$ cat src/rtl/mem_wb_stage_pkg.sv
// mem_wb_stage_pkg: shared load/store type codes and MEM/WB FSM state encodings
package mem_wb_stage_pkg;
  typedef enum logic [2:0] {
    LB = 3'b000, LH = 3'b001, LW = 3'b010, LBU = 3'b011, LHU = 3'b100, LD_DEF = 3'b111
  } load_type_e;
  typedef enum logic [1:0] {
    SB = 2'b00, SH = 2'b01, SW = 2'b10, ST_DEF = 2'b11
  } store_type_e;
  typedef enum logic [1:0] {
    IDLE = 2'b00, REQ = 2'b01, WB = 2'b10
  } state_e;
endpackage

$ cat src/rtl/mem_wb_stage_load_data_align.sv
// load_data_align: extracts the addressed byte/half of a read word and sign/zero-extends it
//   rdata     in  32  raw read word
//   offset    in  2   byte offset within the word
//   load_type in  3   load type code
//   data      out 32  formatted load value
module load_data_align
  import mem_wb_stage_pkg::*;
(
  input  logic [31:0] rdata,
  input  logic [1:0]  offset,
  input  logic [2:0]  load_type,
  output logic [31:0] data
);
  logic [7:0]  b;
  logic [15:0] h;
  always_comb begin
    b = rdata[{offset, 3'b000} +: 8];
    h = offset[1] ? rdata[31:16] : rdata[15:0];
    data = load_type == LB  ? {{24{b[7]}}, b} :
           load_type == LBU ? {24'b0, b} :
           load_type == LH  ? {{16{h[15]}}, h} :
           load_type == LHU ? {16'b0, h} : rdata;
  end
endmodule

$ cat src/rtl/mem_wb_stage.sv
// mem_wb_stage: memory access + writeback stage with IDLE/REQ/WB handshake FSM
//   clk, rst (async active-low)
//   ex_*            in   EX result and control, accepted when ex_valid && ex_ready
//   ex_ready        out  high only in IDLE
//   dmem_*          out/in  data memory request/response
//   reg_file_wr_*   out  register-file write port (one-cycle pulse)
//   misaligned_exc, bus_err  out  one-cycle error pulses
module mem_wb_stage
  import mem_wb_stage_pkg::*;
#(
  parameter int ACK_TIMEOUT = 16
) (
  input  logic        clk,
  input  logic        rst,
  input  logic        ex_valid,
  output logic        ex_ready,
  input  logic [31:0] ex_alu_result,
  input  logic [31:0] ex_store_data,
  input  logic [4:0]  ex_rd,
  input  logic        ex_mem_write,
  input  logic        ex_wb_load,
  input  logic        ex_wb_reg_file,
  input  logic [2:0]  ex_mem_load_type,
  input  logic [1:0]  ex_mem_store_type,
  output logic        dmem_req,
  output logic        dmem_we,
  output logic [31:0] dmem_addr,
  output logic [31:0] dmem_wdata,
  output logic [3:0]  dmem_wstrb,
  input  logic        dmem_ack,
  input  logic [31:0] dmem_rdata,
  output logic        reg_file_wr_en,
  output logic [4:0]  reg_file_wr_addr,
  output logic [31:0] reg_file_wr_data,
  output logic        misaligned_exc,
  output logic        bus_err
);
  localparam int CW = $clog2(ACK_TIMEOUT) + 1;
  state_e        state;
  logic [CW-1:0] cnt;
  logic [1:0]    off_q;
  logic [4:0]    rd_q;
  logic [2:0]    lt_q;
  logic          load_q, wbrf_q;
  logic          is_store, is_load, mis;
  logic [31:0]   wdata_c, load_data;
  logic [3:0]    wstrb_c;
  assign ex_ready = state == IDLE;
  always_comb begin
    is_store = ex_mem_write && ex_mem_store_type != ST_DEF;
    is_load  = !is_store && ex_wb_load && ex_mem_load_type != LD_DEF;
    mis = is_store ? (ex_mem_store_type == SH && ex_alu_result[0]) ||
                     (ex_mem_store_type == SW && ex_alu_result[1:0] != 2'b00) :
          is_load  ? ((ex_mem_load_type == LH || ex_mem_load_type == LHU) && ex_alu_result[0]) ||
                     (ex_mem_load_type == LW && ex_alu_result[1:0] != 2'b00) : 1'b0;
    wdata_c = ex_mem_store_type == SB ? {4{ex_store_data[7:0]}} :
              ex_mem_store_type == SH ? {2{ex_store_data[15:0]}} : ex_store_data;
    wstrb_c = ex_mem_store_type == SB ? 4'b0001 << ex_alu_result[1:0] :
              ex_mem_store_type == SH ? (ex_alu_result[1] ? 4'b1100 : 4'b0011) : 4'b1111;
  end
  load_data_align u_align (
    .rdata     (dmem_rdata),
    .offset    (off_q),
    .load_type (lt_q),
    .data      (load_data)
  );
  always_ff @(posedge clk or negedge rst) begin
    if (!rst) begin
      state            <= IDLE;
      cnt              <= '0;
      off_q            <= '0;
      rd_q             <= '0;
      lt_q             <= '0;
      load_q           <= 1'b0;
      wbrf_q           <= 1'b0;
      dmem_req         <= 1'b0;
      dmem_we          <= 1'b0;
      dmem_addr        <= '0;
      dmem_wdata       <= '0;
      dmem_wstrb       <= '0;
      reg_file_wr_en   <= 1'b0;
      reg_file_wr_addr <= '0;
      reg_file_wr_data <= '0;
      misaligned_exc   <= 1'b0;
      bus_err          <= 1'b0;
    end else begin
      reg_file_wr_en   <= 1'b0;
      reg_file_wr_addr <= '0;
      reg_file_wr_data <= '0;
      misaligned_exc   <= 1'b0;
      bus_err          <= 1'b0;
      case (state)
        IDLE: if (ex_valid) begin
          off_q  <= ex_alu_result[1:0];
          rd_q   <= ex_rd;
          lt_q   <= ex_mem_load_type;
          load_q <= is_load;
          wbrf_q <= ex_wb_reg_file;
          if (mis) misaligned_exc <= 1'b1;
          else if (is_store || is_load) begin
            state      <= REQ;
            cnt        <= '0;
            dmem_req   <= 1'b1;
            dmem_we    <= is_store;
            dmem_addr  <= {ex_alu_result[31:2], 2'b00};
            dmem_wdata <= is_store ? wdata_c : 32'h0;
            dmem_wstrb <= is_store ? wstrb_c : 4'h0;
          end else begin
            state            <= WB;
            reg_file_wr_en   <= ex_wb_reg_file && ex_rd != 5'd0;
            reg_file_wr_addr <= ex_rd;
            reg_file_wr_data <= ex_alu_result;
          end
        end
        REQ: if (dmem_ack) begin
          dmem_req <= 1'b0;
          dmem_we  <= 1'b0;
          state    <= load_q ? WB : IDLE;
          if (load_q) begin
            reg_file_wr_en   <= wbrf_q && rd_q != 5'd0;
            reg_file_wr_addr <= rd_q;
            reg_file_wr_data <= load_data;
          end
        end else if (cnt == CW'(ACK_TIMEOUT - 1)) begin
          // timeout: abandon the op without a write
          dmem_req <= 1'b0;
          dmem_we  <= 1'b0;
          bus_err  <= 1'b1;
          state    <= IDLE;
        end else cnt <= cnt + CW'(1);
        default: state <= IDLE;
      endcase
    end
  end
endmodule

$ cat config.mk
export PLATFORM = sky130hd
export DESIGN_NAME = mem_wb_stage
export DESIGN_NICKNAME = d
export VERILOG_FILES = /design/src/rtl/mem_wb_stage_pkg.sv /design/src/rtl/mem_wb_stage_load_data_align.sv /design/src/rtl/mem_wb_stage.sv
export SDC_FILE = /design/constraint.sdc
export NUM_CORES = 1
export LEC_CHECK = 0
export ABC_AREA = 1
export CORE_MARGIN = 3
export CORE_UTILIZATION = 58
export DETAILED_ROUTE_END_ITERATION = 6
export DONT_BUFFER_PORTS = 1
export PLACE_DENSITY = 0.76
export REMOVE_ABC_BUFFERS = 1
export SYNTH_ARGS = -nofsm -noshare
export SYNTH_HDL_FRONTEND = slang
export SYNTH_HIERARCHICAL = 1
export SYNTH_SLANG_ARGS = --single-unit
export TNS_END_PERCENT = 10
$ cat constraint.sdc
create_clock -name clk -period 1.8 [get_ports clk]
set_input_delay 0.09 -clock clk [delete_from_list [all_inputs] [get_ports clk]]
set_output_delay 0.09 -clock clk [all_outputs]
set_load 0.01 [all_outputs]
Yosys cells after proc, flatten, opt, wreduce, memory -nomap -nowiden
Cells that the tools add are included.
- register bits after elaboration: 127
- bits of input ports: 113
- logic and storage cells: 126
- $add $sub $neg: 1
- eq/ne operators: 18
- shift operators: 2
- mux-type cells: 61
- bitwise operators: 1
- reductions and logical operators: 26
- operators by type and width (cell ; count):
    $mux 32 ; 12
    $pmux 32 s2 ; 1
    $mux 5 ; 10
    $shiftx 32x6->8 ; 1
    $mux 1 ; 21
    $pmux 5 s2 ; 2
    $mux 16 ; 1
    $mux 4 ; 4
    $mux 2 ; 6
    $ne 2x2->1 const B ; 5
    $reduce_bool 5->1 ; 2
    $logic_and 1x1->1 ; 9
    $eq 3x1->1 const B ; 2
    $eq 3x2->1 const B ; 2
    $eq 3x3->1 const B ; 2
    $ne 3x3->1 const B ; 2
    $pmux 1 s2 ; 3
    $reduce_and 6->1 ; 1
    $add 5x1->5 const B ; 1
    $eq 5x4->1 const B ; 1
    $reduce_and 5->1 ; 1
    $eq 2x1->1 const B ; 2
    $logic_not 2->1 ; 2
    $logic_or 1x1->1 ; 4
    other kinds (11) ; 12

Logic depth before layout (Yosys ltp)
Gate-level depths: netlist (run 1).
- depth after elaboration: 10
- gate-level depth with buffers: 10

By module
The synthesis (run 1) kept the hierarchy.
- modules (own cells, without submodules) (module ; times used ; cells each ; area each (sq um) ; seq. area each (sq um)):
    mem_wb_stage ; 1 ; 663 ; 5644.2 ; 3178.0
    load_data_align ; 1 ; 236 ; 1162.4 ; 0.0

Worst setup path before layout (run 1)
OpenSTA, ideal clock, no wires.
- path kind: register -> register
- start: register cnt[0]
- end: register cnt[4]
- data arrival time: 1714 ps
- path slack: 21 ps
- cell stages (with the launch flop): 9
- path buffers: 0
- path through: dfrtp_1 ha_1 nand2_1 nor2_1 ha_1 nor3_1 inv_1 or2_2 nand2_1
- longest elaborated chain between the ends: 4
- ends and longest elaborated chain (element ; line ; source):
    start: declaration ; mem_wb_stage.sv:40 ; logic [CW-1:0] cnt;
    start signal: assignment ; mem_wb_stage.sv:130 ; end else cnt <= cnt + CW'(1);
    $add 5x1->5 ; mem_wb_stage.sv:130 ;
    $mux 5 ; mem_wb_stage.sv:124 ; end else if (cnt == CW'(ACK_TIMEOUT - 1)) begin
    $mux 5 ; mem_wb_stage.sv:115 ; REQ: if (dmem_ack) begin
    $pmux 5 s2 ; mem_wb_stage.sv:92 ; case (state)
Parallel ways exist; a longest one is shown, timed or not. The select of a mux whose other input is x is not followed.
A chain may end at the register's enable or synchronous reset.

Worst setup path after layout (run 1)
Ends and elaborated chain as after synthesis.

==> results.md, run 1 <==
- The run finished, with violations left.
- The final reports fail on negative hold slack.
- The number of buffers between clock root and the deepest sink is 2.
- The area share of fa/ha/maj cells after synthesis is 0.00368.
- The detailed-placement wirelength estimate is roughly 13 mm.
- The signal on the critical path passes through ha_1 -> nand2_1 -> nor2_1 -> ha_1 -> nor3_2 -> inv_1 -> buf_4 -> nand3_1 -> nand2_1.
- The slowest stage of the critical path belongs to the cell sky130_fd_sc_hd__dfrtp_1.
- Of the cells placed in the final design, the portion with a size suffix greater than 1 is 0.113.
- The area fraction in compound gates after synthesis was 0.134.
- From left edge to right edge, the die measures 114 um.
- The final layout contains around 1100 nets.
- The min-delay analysis places its worst path in the category in -> async.
- For this run, the register share of the synthesized area comes to 0.467.
- The number of library cell types mapped by synthesis is 34.
- For the worst-skew pair, the clock arrives at the later sink with an insertion delay of around 420 ps.
- The detailed-routing iteration count for the pre-antenna-repair pass is 5.
- The total power density per cell area is 1380 mW/mm^2.
- Clock skew on the completed layout was measured at ~6.2 ps.
- The remaining number of nets flagged by the antenna check after routing is 0.
- Global routing finished with a remaining overflow of 0.
- The flip-flop cell with the highest count after synthesis is sky130_fd_sc_hd__dfrtp_1.
- The routed wire length is between 20 and 25 mm.
- In the routed layout, each cell is associated on average with a via count of slightly below 6.
- For this block, the initial DRC count from the detailed router was 545.
- The synthesized netlist occupies a cell area of 0.00681 sq mm.
- The register bit count reported by yosys is 127.
- Setup repair after global routing could not meet its margin everywhere.
- The count of buffers added on input and output ports is 0.
- The number of max-capacitance violations reported is 0.
- The initial utilization of the core area, before any placement, comes to 0.609.
- After clock tree synthesis, the clock-pin slew on the worst setup and hold paths is approximately 50 ps.
- In this run the cell area measured after placement is slightly below 0.007 sq mm.
- 224 I/O pins were placed.
- The number of warnings printed during yosys synthesis is 6.
- The share of the clock period used by the worst path is 0.960.
- The floorplan step set the die height to 114 um.
- Of the post-synthesis cell area, the part taken by muxes is 0.
- The post-synthesis simple-gate area fraction is 0.288.
- The fmax is about 580 MHz.
- The worst path required time is between 2000 and 2500 ps.
- Data on the critical path arrives at its endpoint at 2030 ps.
- The total number of H-tree levels is 4.
- The clock root buffer is sky130_fd_sc_hd__clkbuf_16.
- The critical path launch point type is a flip-flop.
- The pin count of the biggest net entering global routing is 128.
- In the final routed layout, each cell accounts on average for ~18 um.
- Of the total synthesized cell area, the portion taken by XOR and XNOR cells is 0.00129.
- The relative area change from synthesis to final layout is 22.6%.
- The count of flip-flops with a built-in enable after synthesis is 0.
- The number of endpoints failing setup at the final stage is 0.
- The shortest period the worst path allows is about 1700 ps.
- The clock tree from TritonCTS is done.
- The instance count of the mapped netlist is between 800 and 900.
- The number of max-slew violations in the final report is 0.
- The register-to-register setup slack is 70 ps.
- The number of buffers created by CTS is 17.
- The worst-case hold slack is -628 ps.
- The die covers approximately 0.013 sq mm.
- After synthesis, the largest family of logic cells by area is simple AND/OR/NAND/NOR gates.
- The worst supply voltage drop on vdd is 1020 uV.
- The repair_antennas step left the layout with diodes totalling 0.
- For this run, the slowest stage of the critical path takes between 400 and 500 ps.
- The via count of the first global-routing pass is approximately 6500.
- Of all flip-flops after synthesis, the portion carrying an async set or reset was 1.00.
- The worst setup path is of the reg -> reg kind.
- The routed layout has ~6500 vias.
- The static leakage power is 4.28 nW.
- After detailed routing, the number of remaining DRC violations is 0.
- The all-layer global routing usage is 0.315.
- The peak fanout along the critical path is 5.
- The average instance in the mapped netlist occupies 7.57 sq um.
- In this run the core area contains 38 standard-cell rows.
- The number of antenna violations at the first check in global routing is 0.
- The type of destination of the critical path is a flip-flop.
- The clock sink count is around 130.
- The post-route standard cell area excluding fillers is ~0.0083 sq mm.
- The core region is ~0.011 sq mm.
- The first global-routing pass estimated 32.3 mm of wire.
- The final weighted congestion in routability-driven placement is 0.898.
- The total count of hold-check failures in the final report is 127.
final cells by class:
| type | count | area (sq um) |
|---|---|---|
| clock inverters | 11 | 165 |
| fillers | 826 | 2830 |
| multi-input cells | 606 | 2960 |
| repair buffers | 99 | 1000 |
| clock buffers | 20 | 447 |
| flip-flops and latches | 127 | 3180 |
| well taps | 140 | 175 |
| inverters | 111 | 417 |
routing by layer:
metal  share of wire  GRT usage
met1            0.38      0.380
met2            0.49      0.512
met3           0.096      0.103
met4           0.035      0.149
met5               0          0
critical path, delay by kind of cell, from the launching register on:
kind                       cells  cell delay [ps]
adders and majority gates      2              430
buffers and inverters          2              280
DFF                            1              410
and+or+nand+nor                5              490
power breakdown:
| group | leakage (nW) | total, W | switching [W] | internal, W |
|---|---|---|---|---|
| Combinational | 2.33 | 0.00352 | 0.00222 | 0.00130 |
| Sequential | 1.67 | 0.00446 | 0.000860 | 0.00359 |
| Clock | 0.288 | 0.00357 | 0.00123 | 0.00233 |
layout by cell type, fill, tap and decap left out, types with 6 or more instances in the layout:
cell	Yosys	layout
sky130_fd_sc_hd__a21oi_1	31	31
sky130_fd_sc_hd__a22o_1	6	6
sky130_fd_sc_hd__buf_12	0	6
sky130_fd_sc_hd__buf_4	8	19
sky130_fd_sc_hd__clkbuf_16	0	17
sky130_fd_sc_hd__dfrtp_1	127	127
sky130_fd_sc_hd__dlygate4sd3_1	0	74
sky130_fd_sc_hd__inv_1	107	107
sky130_fd_sc_hd__nand2_1	248	248
sky130_fd_sc_hd__nand3_1	60	60
sky130_fd_sc_hd__nand4_1	41	41
sky130_fd_sc_hd__nor2_1	41	41
sky130_fd_sc_hd__o211ai_1	8	8
sky130_fd_sc_hd__o21ai_0	106	106
sky130_fd_sc_hd__o21ai_2	10	10
sky130_fd_sc_hd__or2_2	24	24
through the flow:
step           cells  setup TNS [ps]  utilization  setup WS (ps)  total power [W]
2_1_floorplan    843         -109280            -          -1560          0.00666
3_3_place_gp    1004               0        0.620            159          0.00761
3_5_place_dp    1004               0        0.620           70.2          0.00772
4_1_cts         1109               0        0.742           37.4           0.0115
5_1_grt         1114            -108        0.747          -30.3           0.0123
6_report        1114               0        0.747           71.2           0.0115
final timing paths:
path                                       from              endpoint  cells past startpoint
setup / recovery                         cnt[0]                cnt[4]                      9
hold / removal                              rst        dmem_wdata[23]                      0
setup reg to reg                         cnt[0]                cnt[4]                      9
hold reg to reg                          wbrf_q                wbrf_q                      2
max in group asynchronous                   rst  reg_file_wr_data[27]                      0
min in group clk           ex_mem_store_type[1]        dmem_wdata[28]                      3
synth_stat cells, types with 4 or more instances:
master | instances | area [sq um]
sky130_fd_sc_hd__buf_6 | 4 | 45.0
sky130_fd_sc_hd__o211ai_1 | 8 | 60.1
sky130_fd_sc_hd__nor3_1 | 4 | 20.0
sky130_fd_sc_hd__nor2_1 | 41 | 154
sky130_fd_sc_hd__inv_1 | 107 | 402
sky130_fd_sc_hd__clkbuf_1 | 20 | 75.1
sky130_fd_sc_hd__nand4_1 | 41 | 257
sky130_fd_sc_hd__buf_2 | 20 | 100
sky130_fd_sc_hd__o21ai_0 | 106 | 531
sky130_fd_sc_hd__or2_2 | 24 | 150
sky130_fd_sc_hd__inv_2 | 4 | 15.0
sky130_fd_sc_hd__dfrtp_1 | 127 | 3180
sky130_fd_sc_hd__a21oi_1 | 31 | 155
sky130_fd_sc_hd__nand2_1 | 248 | 931
sky130_fd_sc_hd__nor2_2 | 4 | 25.0
sky130_fd_sc_hd__buf_4 | 8 | 60.1
sky130_fd_sc_hd__buf_1 | 5 | 18.8
sky130_fd_sc_hd__o21ai_2 | 10 | 87.6
sky130_fd_sc_hd__a22o_1 | 6 | 52.6
sky130_fd_sc_hd__nand3_1 | 60 | 300
timing repair:
| item | 4_1_cts | 5_1_grt |
|---|---|---|
| resized for setup | 0 | 2 |
| endpoints found under the setup margin | 0 | 57 |
| hold endpoints to repair | 237 | 130 |
| buffers inserted | 0 | 3 |
| hold buffers | 74 | 1 |
logic make-up after synthesis:
family	count (synthesis)
compound gates	165
flops	127
xor+xnor	1
simple gates	435
other cells	1
fa+ha+maj	2
buf+inv	168
state kept, by name (all words and copies together), names as in the netlist, 2 cells and up:
name / flops
dmem_wdata: 32
reg_file_wr_data: 32
dmem_addr: 30
cnt: 5
rd_q: 5
reg_file_wr_addr: 5
dmem_wstrb: 4
lt_q: 3
off_q: 2
state: 2
Power figures use the tool's default switching activity.
==> run 2: changes to the inputs <==
CORE_ASPECT_RATIO = 0.7   (was default)
CORE_UTILIZATION = 27   (was 58)
PLACE_DENSITY = default   (was 0.76)
SLEW_MARGIN = 25   (was default)
==> run 2 against run 1 <==
The run still ends with negative hold slack left. Via count fell by 3.7%. Total power rose by 2.5%. Critical path depth fell by 2. Global-route usage fell by 14 points. Cell count rose by 17%. Maximum frequency rose by 5.8%. First-iteration DRC count fell by 22%. Clock skew rose by 8.9 ps. Critical path type is now in -> reg. Highest routed layer unchanged.
==> results.md, run 2 (synthesized netlist as in run 1, its figures left out) <==
- The routed wire length was 24.1 mm (was 20.4 mm).
- The final-stage net count is 1084 (was 1077).
- The peak fanout along the critical path is 82 (was 5).
- The shortest period the worst path allows is 1630 ps (was 1730 ps).
- The critical setup path kind was in -> reg (was reg -> reg).
- The floorplan row count was 47 (was 38).
- Cell breakdown of the critical path: dlygate4sd3_1 -> inv_1 -> nand2_1 -> nand4_1 -> nand4_4 -> buf_12 -> o21ai_0 (was ha_1 -> nand2_1 -> nor2_1 -> ha_1 -> nor3_2 -> inv_1 -> buf_4 -> nand3_1 -> nand2_1).
- The remaining number of nets flagged by the antenna check after routing is 0 (unchanged).
- The all-layer global routing usage is 0.176 (was 0.315).
- The total power density per cell area is 1370 mW/mm^2 (was 1380 mW/mm^2).
- The final worst clock skew came to 15.1 ps (was 6.17 ps).
- The number of buffer and inverter instances along the worst setup path is 3 (was 2).
- The worst-case setup margin in the final layout is 165 ps (was 71.2 ps).
- The clock tree from TritonCTS is done (unchanged).
- The share of total power in the clock network came to 0.319 (was 0.309).
- The area of the core came to 0.0242 sq mm (was 0.0112 sq mm).
- Largest regs: dmem_wdata x32, reg_file_wr_data x32, dmem_addr x30 (unchanged).
- Most frequent cells in the layout: sky130_fd_sc_hd__nand2_1 (248), sky130_fd_sc_hd__dfrtp_1 (126), sky130_fd_sc_hd__inv_1 (107), sky130_fd_sc_hd__o21ai_0 (106), sky130_fd_sc_hd__dlygate4sd3_1 (80) (was sky130_fd_sc_hd__nand2_1 (248), sky130_fd_sc_hd__dfrtp_1 (127), sky130_fd_sc_hd__inv_1 (107), sky130_fd_sc_hd__o21ai_0 (106), sky130_fd_sc_hd__dlygate4sd3_1 (74)).
- The share of the clock period used by the worst path came to 0.908 (was 0.960).
- The most common cell after layout, fill and taps aside is sky130_fd_sc_hd__nand2_1 (unchanged).
- The total of fill cells in the finished design was 2474 (was 826).
- The relative contribution of combinational cells to total power is 0.303 (was 0.305).
- The total number of H-tree levels is 4 (unchanged).
- The number of endpoints failing setup at the final stage is 0 (unchanged).
- The residual overflow from global routing was 0 (unchanged).
- The worst supply voltage drop on vdd is 675 uV (was 1020 uV).
- The number of antenna violations at the first check in global routing came to 3 (was 0).
- The fraction of power consumed by sequential logic is 0.378 (was 0.386).
- The number of hold buffers added after cts is 81 (was 74).
- The relative area change from synthesis to final layout is 27.2% (was 22.6%).
- The clock latency of the later-clocked register in the worst-skew pair is 430 ps (was 420 ps).
- The clock sink count is 127 (unchanged).
- The worst-case hold slack is -643 ps (was -628 ps).
- The pin count of the biggest net entering global routing was 128 (unchanged).
- The reported net switching power is 0.00452 W (was 0.00431 W).
- The clock transition at the register clock pins on the worst setup and hold paths after CTS is 60 ps (was 50 ps).
- The average vias per placed instance is 4.81 (was 5.84).
- The sum of negative setup slack is 0 ps (unchanged).
- The filler-free cell count of the finished design came to 1303 (was 1114).
- The critical path's largest stage delay is 650 ps (was 410 ps).
- The fraction of final layout cells sized beyond drive strength 1 came to 0.118 (was 0.113).
- The proportion of total power due to net switching is 0.382 (was 0.373).
- The final weighted congestion in routability-driven placement is 0.880 (was 0.898).
- The placed cell count is 1187 (was 1004).
- The number of buffers created by CTS is 17 (unchanged).
- The static leakage power was 4.31 nW (was 4.28 nW).
- Violated checks: negative hold slack (unchanged).
- The type of destination of the critical path is a flip-flop (unchanged).
- The class of the tightest hold or removal check is in -> async (unchanged).
- The number of buffers between clock root and the deepest sink is 2 (unchanged).
- The cell internal power dissipation is 0.00731 W (was 0.00723 W).
- The detailed-placement wirelength estimate came to 16.4 mm (was 12.9 mm).
- The clock root buffer is sky130_fd_sc_hd__clkbuf_16 (unchanged).
- The critical path launch point type is an input port (was flip-flop).
- The initial cell density of the core is 0.281 (was 0.609).
- Result of the run: finished, violations left (unchanged).
- The post-detailed-route wirelength per cell is 18.5 um (was 18.3 um).
- The DRC violation count after routing was 0 (unchanged).
- The number of max-capacitance violations reported is 0 (unchanged).
- The setup slack after placement is 98.0 ps (was 70.2 ps).
- The first-pass GRT wire length was 37.2 mm (was 32.3 mm).
- The first-iteration detailed-routing DRC count was 426 (was 545).
- The detailed-routing iteration count for the pre-antenna-repair pass is 5 (unchanged).
- The fraction of the core area covered by cells at the end of the flow is 0.357 (was 0.747).
- The number of port buffers came to 0 (unchanged).
- The worst path required time came to 2090 ps (was 2100 ps).
- The arrival time at the worst endpoint was 1930 ps (was 2030 ps).
- The number of ports placed on the die boundary was 224 (unchanged).
- The via count is 6271 (was 6510).
- The number of max-slew violations in the final report came to 0 (unchanged).
- The via count of the first global-routing pass is 6306 (was 6455).
- The die width is 196 um (was 114 um).
- The fmax is 612 MHz (was 578 MHz).
- The total count of hold-check failures in the final report is 127 (unchanged).
- The worst-path cell with the longest stage delay is sky130_fd_sc_hd__dlygate4sd3_1 (was sky130_fd_sc_hd__dfrtp_1).
- The vertical die dimension is 139 um (was 114 um).
- The die outline area was 0.0272 sq mm (was 0.0131 sq mm).
- The kind of cell with the highest combined delay on the critical path is buffers and inverters (was simple AND/OR/NAND/NOR gates).
-- run 2: layer usage --
layer  share of wire  track usage
met3            0.11       0.0782
met1            0.44        0.226
met5               0            0
met2            0.44        0.270
met4           0.014       0.0506
-- run 2: worst reg2reg max path, stage by stage (launching register included) --
cell and delay, ps:
sky130_fd_sc_hd__dfrtp_1 460, sky130_fd_sc_hd__buf_4 240, sky130_fd_sc_hd__or2_2 300, sky130_fd_sc_hd__nand3_1 60, sky130_fd_sc_hd__nand2_1 50, sky130_fd_sc_hd__nor2_1 90
sky130_fd_sc_hd__a21oi_1 50, sky130_fd_sc_hd__inv_1 110, sky130_fd_sc_hd__o21ai_0 120
-- run 2: what timing repair did --
action,CTS,global route
setup endpoints to repair,0,10
endpoints found under the hold margin,244,127
gates resized for setup,0,5
setup buffers,0,0
-- run 2: worst paths after layout --
check,from,cells past startpoint,to,slack [ps]
setup / recovery,ex_alu_result[1],7,dmem_wdata[30],170
hold / removal,rst,0,dmem_wdata[1],-640
setup reg to reg,off_q[0],8,reg_file_wr_data[0],170
hold reg to reg,wbrf_q,2,wbrf_q,480
max in group asynchronous,rst,0,reg_file_wr_data[22],2100
min in group clk,ex_store_data[28],3,dmem_wdata[28],20
-- run 2: stage by stage --
stage | total power [W] | area, sq um
after floorplan | 0.00666 | 6510
after global placement | 0.00782 | 7170
after detailed placement | 0.00788 | 7170
after CTS | 0.0119 | 8630
after global routing | 0.0127 | 8650
final | 0.0118 | 8660
-- run 2: layout make-up --
| cell class | count | area [sq um] | area share |
|---|---|---|---|
| clock inverter | 12 | 181 | 0.0210 |
| antenna | 3 | 7.51 | 0.000867 |
| tap | 318 | 398 | 0.0460 |
| multi-input combinational | 605 | 2950 | 0.341 |
| timing repair buffer | 107 | 1070 | 0.123 |
| inverter | 111 | 417 | 0.0481 |
| sequential | 127 | 3180 | 0.367 |
| clock buffer | 20 | 457 | 0.0528 |
-- run 2: power by group through the flow --
stage          Clock [W]  Combinational, W  Sequential (W)
2_1_floorplan          0           0.00231         0.00435
3_3_place_gp           0           0.00330         0.00452
3_5_place_dp           0           0.00336         0.00452
4_1_cts          0.00387           0.00358         0.00448
5_1_grt          0.00398           0.00412         0.00457
6_report         0.00377           0.00358         0.00447
==> run 3: changes to the inputs <==
CORE_ASPECT_RATIO = default   (was 0.7)
==> run 3 against run 2 <==
Clock-buffer cell count shrank 2. Cell count grew 0.31%. Maximum frequency shrank 1.6%. The run still ends with negative hold slack left. First-iteration DRC count grew 29%. Register-to-register slack lost 30 ps. Clock power shrank 10%. Global-route usage shrank 0.24 points. Routed wire length shrank 1.8%. Sequential power is essentially flat. Critical path type is now reg -> reg. Non-clock buffer count shrank 2. Combinational power grew 1%. Die area shrank 0.11%.
==> results.md, run 3 (synthesized netlist as in run 1, its figures left out) <==
- Result of the run: finished, violations left (unchanged).
- Violated checks: negative hold slack (unchanged).
- The reported net switching power is 0.00464 W (was 0.00452 W).
- The pin count of the biggest net entering global routing is 128 (unchanged).
- The detailed-routing iteration count for the pre-antenna-repair pass is 5 (unchanged).
- The fraction of final layout cells sized beyond drive strength 1 was 0.119 (was 0.118).
- The arrival time at the worst endpoint is 2000 ps (was 1930 ps).
- The number of endpoints failing setup at the final stage is 0 (unchanged).
- The total power density per cell area was 1330 mW/mm^2 (was 1370 mW/mm^2).
- The number of buffers created by CTS came to 17 (unchanged).
- The via count of the first global-routing pass is 6345 (was 6306).
- The die outline area is 0.0272 sq mm (about the same).
- The residual overflow from global routing was 0 (unchanged).
- The static leakage power is 4.30 nW (was 4.31 nW).
- The clock latency of the later-clocked register in the worst-skew pair was 430 ps (about the same).
- The clock transition at the register clock pins on the worst setup and hold paths after CTS is 70 ps (was 60 ps).
- The clock root buffer is sky130_fd_sc_hd__clkbuf_16 (unchanged).
- The placed cell count is 1194 (was 1187).
- The total count of hold-check failures in the final report is 127 (unchanged).
- The shortest period the worst path allows was 1660 ps (was 1630 ps).
- The number of max-slew violations in the final report was 0 (unchanged).
- The first-iteration detailed-routing DRC count was 550 (was 426).
- The critical path launch point type is a flip-flop (was input port).
- The detailed-placement wirelength estimate is 16.0 mm (was 16.4 mm).
- The post-route standard cell area excluding fillers was 0.00860 sq mm (was 0.00866 sq mm).
- The remaining number of nets flagged by the antenna check after routing was 0 (unchanged).
- The die width is 165 um (was 196 um).
- The relative slew slack is 0.623.
- The number of antenna violations at the first check in global routing is 3 (unchanged).
- The clock tree from TritonCTS is done (unchanged).
- The total number of H-tree levels is 4 (unchanged).
- The final-stage net count was 1082 (was 1084).
- The end of the worst register-to-register path is reg_file_wr_data[1] (was reg_file_wr_data[0]).
- The relative contribution of combinational cells to total power is 0.316 (was 0.303).
- The number of port buffers was 0 (unchanged).
- The clock sink count is 127 (unchanged).
- The final worst clock skew is 11.0 ps (was 15.1 ps).
- The average vias per placed instance came to 4.79 (was 4.81).
- The peak fanout along the critical path came to 13 (was 82).
- The depth of the worst register-to-register path is 8 (unchanged).
- The most common cell after layout, fill and taps aside was sky130_fd_sc_hd__nand2_1 (unchanged).
- The relative area change from synthesis to final layout came to 26.4% (was 27.2%).
- The filler-free cell count of the finished design is 1307 (was 1303).
- The worst supply voltage drop on vdd is 525 uV (was 675 uV).
- Most frequent cells in the layout: sky130_fd_sc_hd__nand2_1 (248), sky130_fd_sc_hd__dfrtp_1 (127), sky130_fd_sc_hd__inv_1 (106), sky130_fd_sc_hd__o21ai_0 (106), sky130_fd_sc_hd__dlygate4sd3_1 (77) (was sky130_fd_sc_hd__nand2_1 (248), sky130_fd_sc_hd__dfrtp_1 (126), sky130_fd_sc_hd__inv_1 (107), sky130_fd_sc_hd__o21ai_0 (106), sky130_fd_sc_hd__dlygate4sd3_1 (80)).
- The register-to-register setup slack is 140 ps (was 170 ps).
- The via count is 6264 (was 6271).
- The post-detailed-route wirelength per cell came to 18.1 um (was 18.5 um).
- The worst-case hold slack was -645 ps (was -643 ps).
- The area of the core is 0.0245 sq mm (was 0.0242 sq mm).
- The vertical die dimension is 165 um (was 139 um).
- The startpoint of the worst-slack reg-to-reg timing path is lt_q[0] (was off_q[0]).
- The floorplan row count came to 57 (was 47).
- The number of ports placed on the die boundary is 224 (unchanged).
- The cell internal power dissipation was 0.00681 W (was 0.00731 W).
- The final weighted congestion in routability-driven placement is 0.838 (was 0.880).
- At the pin with the least slew margin, the transition time is 564 ps.
- The first-pass GRT wire length is 35.9 mm (was 37.2 mm).
- The post-detailed-placement cell area is 0.00724 sq mm (was 0.00717 sq mm).
- The critical setup path kind is reg -> reg (was in -> reg).
- The fraction of power consumed by sequential logic is 0.389 (was 0.378).
- The fraction of the core area covered by cells at the end of the flow is 0.351 (was 0.357).
- The number of hold buffers added after cts is 78 (was 81).
- The worst path required time is 2140 ps (was 2090 ps).
- The initial cell density of the core is 0.277 (was 0.281).
- The number of buffers inserted to repair setup after CTS is 0 (unchanged).
- The share of the clock period used by the worst path is 0.923 (was 0.908).
- The class of the tightest hold or removal check is in -> async (unchanged).
- Largest regs: dmem_wdata x32, reg_file_wr_data x32, dmem_addr x30 (unchanged).
- The all-layer global routing usage is 0.174 (was 0.176).
- The routed wire length is 23.7 mm (was 24.1 mm).
- The number of max-capacitance violations reported is 0 (unchanged).
- The type of destination of the critical path was a flip-flop (unchanged).
- The DRC violation count after routing is 0 (unchanged).
- The share of total power in the clock network is 0.295 (was 0.319).
- The proportion of total power due to net switching is 0.405 (was 0.382).
- The fmax is 602 MHz (was 612 MHz).
- The number of buffers between clock root and the deepest sink is 2 (unchanged).
-- run 3: layer usage --
layer | wire length [um] | track usage | vias to the layer above | share of wire
li1 | - | - | 3041 | -
met4 | 251 | 0.0507 | 0 | 0.011
met5 | 0 | 0 | - | 0
met3 | 2270 | 0.0652 | 13 | 0.096
met1 | 9880 | 0.212 | 2979 | 0.42
met2 | 11300 | 0.286 | 231 | 0.48
-- run 3: what timing repair did --
| action | in CTS | in global routing |
|---|---|---|
| endpoints found under the hold margin | 242 | 127 |
| gates resized for setup | 0 | 3 |
| endpoints found under the setup margin | 0 | 7 |
-- run 3: layout make-up --
cell class	instances	area [sq um]
fill	2575	15900
sequential	127	3180
multi-input combinational	605	2940
timing repair buffer	105	1090
clock buffer	18	439
inverter	111	417
tap	324	405
clock inverter	14	123
antenna	3	7.51
-- run 3: power by group through the flow --
stage                     Combinational [W]  Sequential [W]  Clock (W)
final                               0.00362         0.00446    0.00338
after global routing                0.00413         0.00455    0.00361
after CTS                           0.00364         0.00446    0.00348
after detailed placement            0.00344         0.00450          0
after global placement              0.00338         0.00450          0
after floorplan                     0.00231         0.00435          0
-- run 3: worst max-delay path by stage --
stage | from | end | slack (ps)
after floorplan | state[1] | dmem_wdata[0] | -1560
after global placement | cnt[0] | cnt[4] | 120
after detailed placement | cnt[0] | cnt[4] | 50
after CTS | cnt[0] | cnt[0] | 20
after global routing | cnt[0] | dmem_we | -6
final | lt_q[0] | reg_file_wr_data[1] | 140
-- run 3: worst max-delay path, stage by stage, from the launching register on --
cell and delay, ps:
sky130_fd_sc_hd__dfrtp_1 440, sky130_fd_sc_hd__nor2_2 170, sky130_fd_sc_hd__nand2_2 120, sky130_fd_sc_hd__nand2_4 180
sky130_fd_sc_hd__buf_4 170, sky130_fd_sc_hd__a21oi_1 60, sky130_fd_sc_hd__a21oi_1 200, sky130_fd_sc_hd__inv_1 80
sky130_fd_sc_hd__o21ai_0 150
-- run 3: through the flow --
| step | TNS [ps] | setup WS [ps] | hold WS (ps) | total power (W) |
|---|---|---|---|---|
| 5_1_grt | -5.87 | -5.69 | -675 | 0.0123 |
| 3_3_place_gp | 0 | 118 | -203 | 0.00788 |
| 3_5_place_dp | 0 | 48.3 | -203 | 0.00793 |
| 2_1_floorplan | -109280 | -1560 | -206 | 0.00666 |
| 6_report | 0 | 139 | -645 | 0.0115 |
| 4_1_cts | 0 | 23.8 | -668 | 0.0116 |
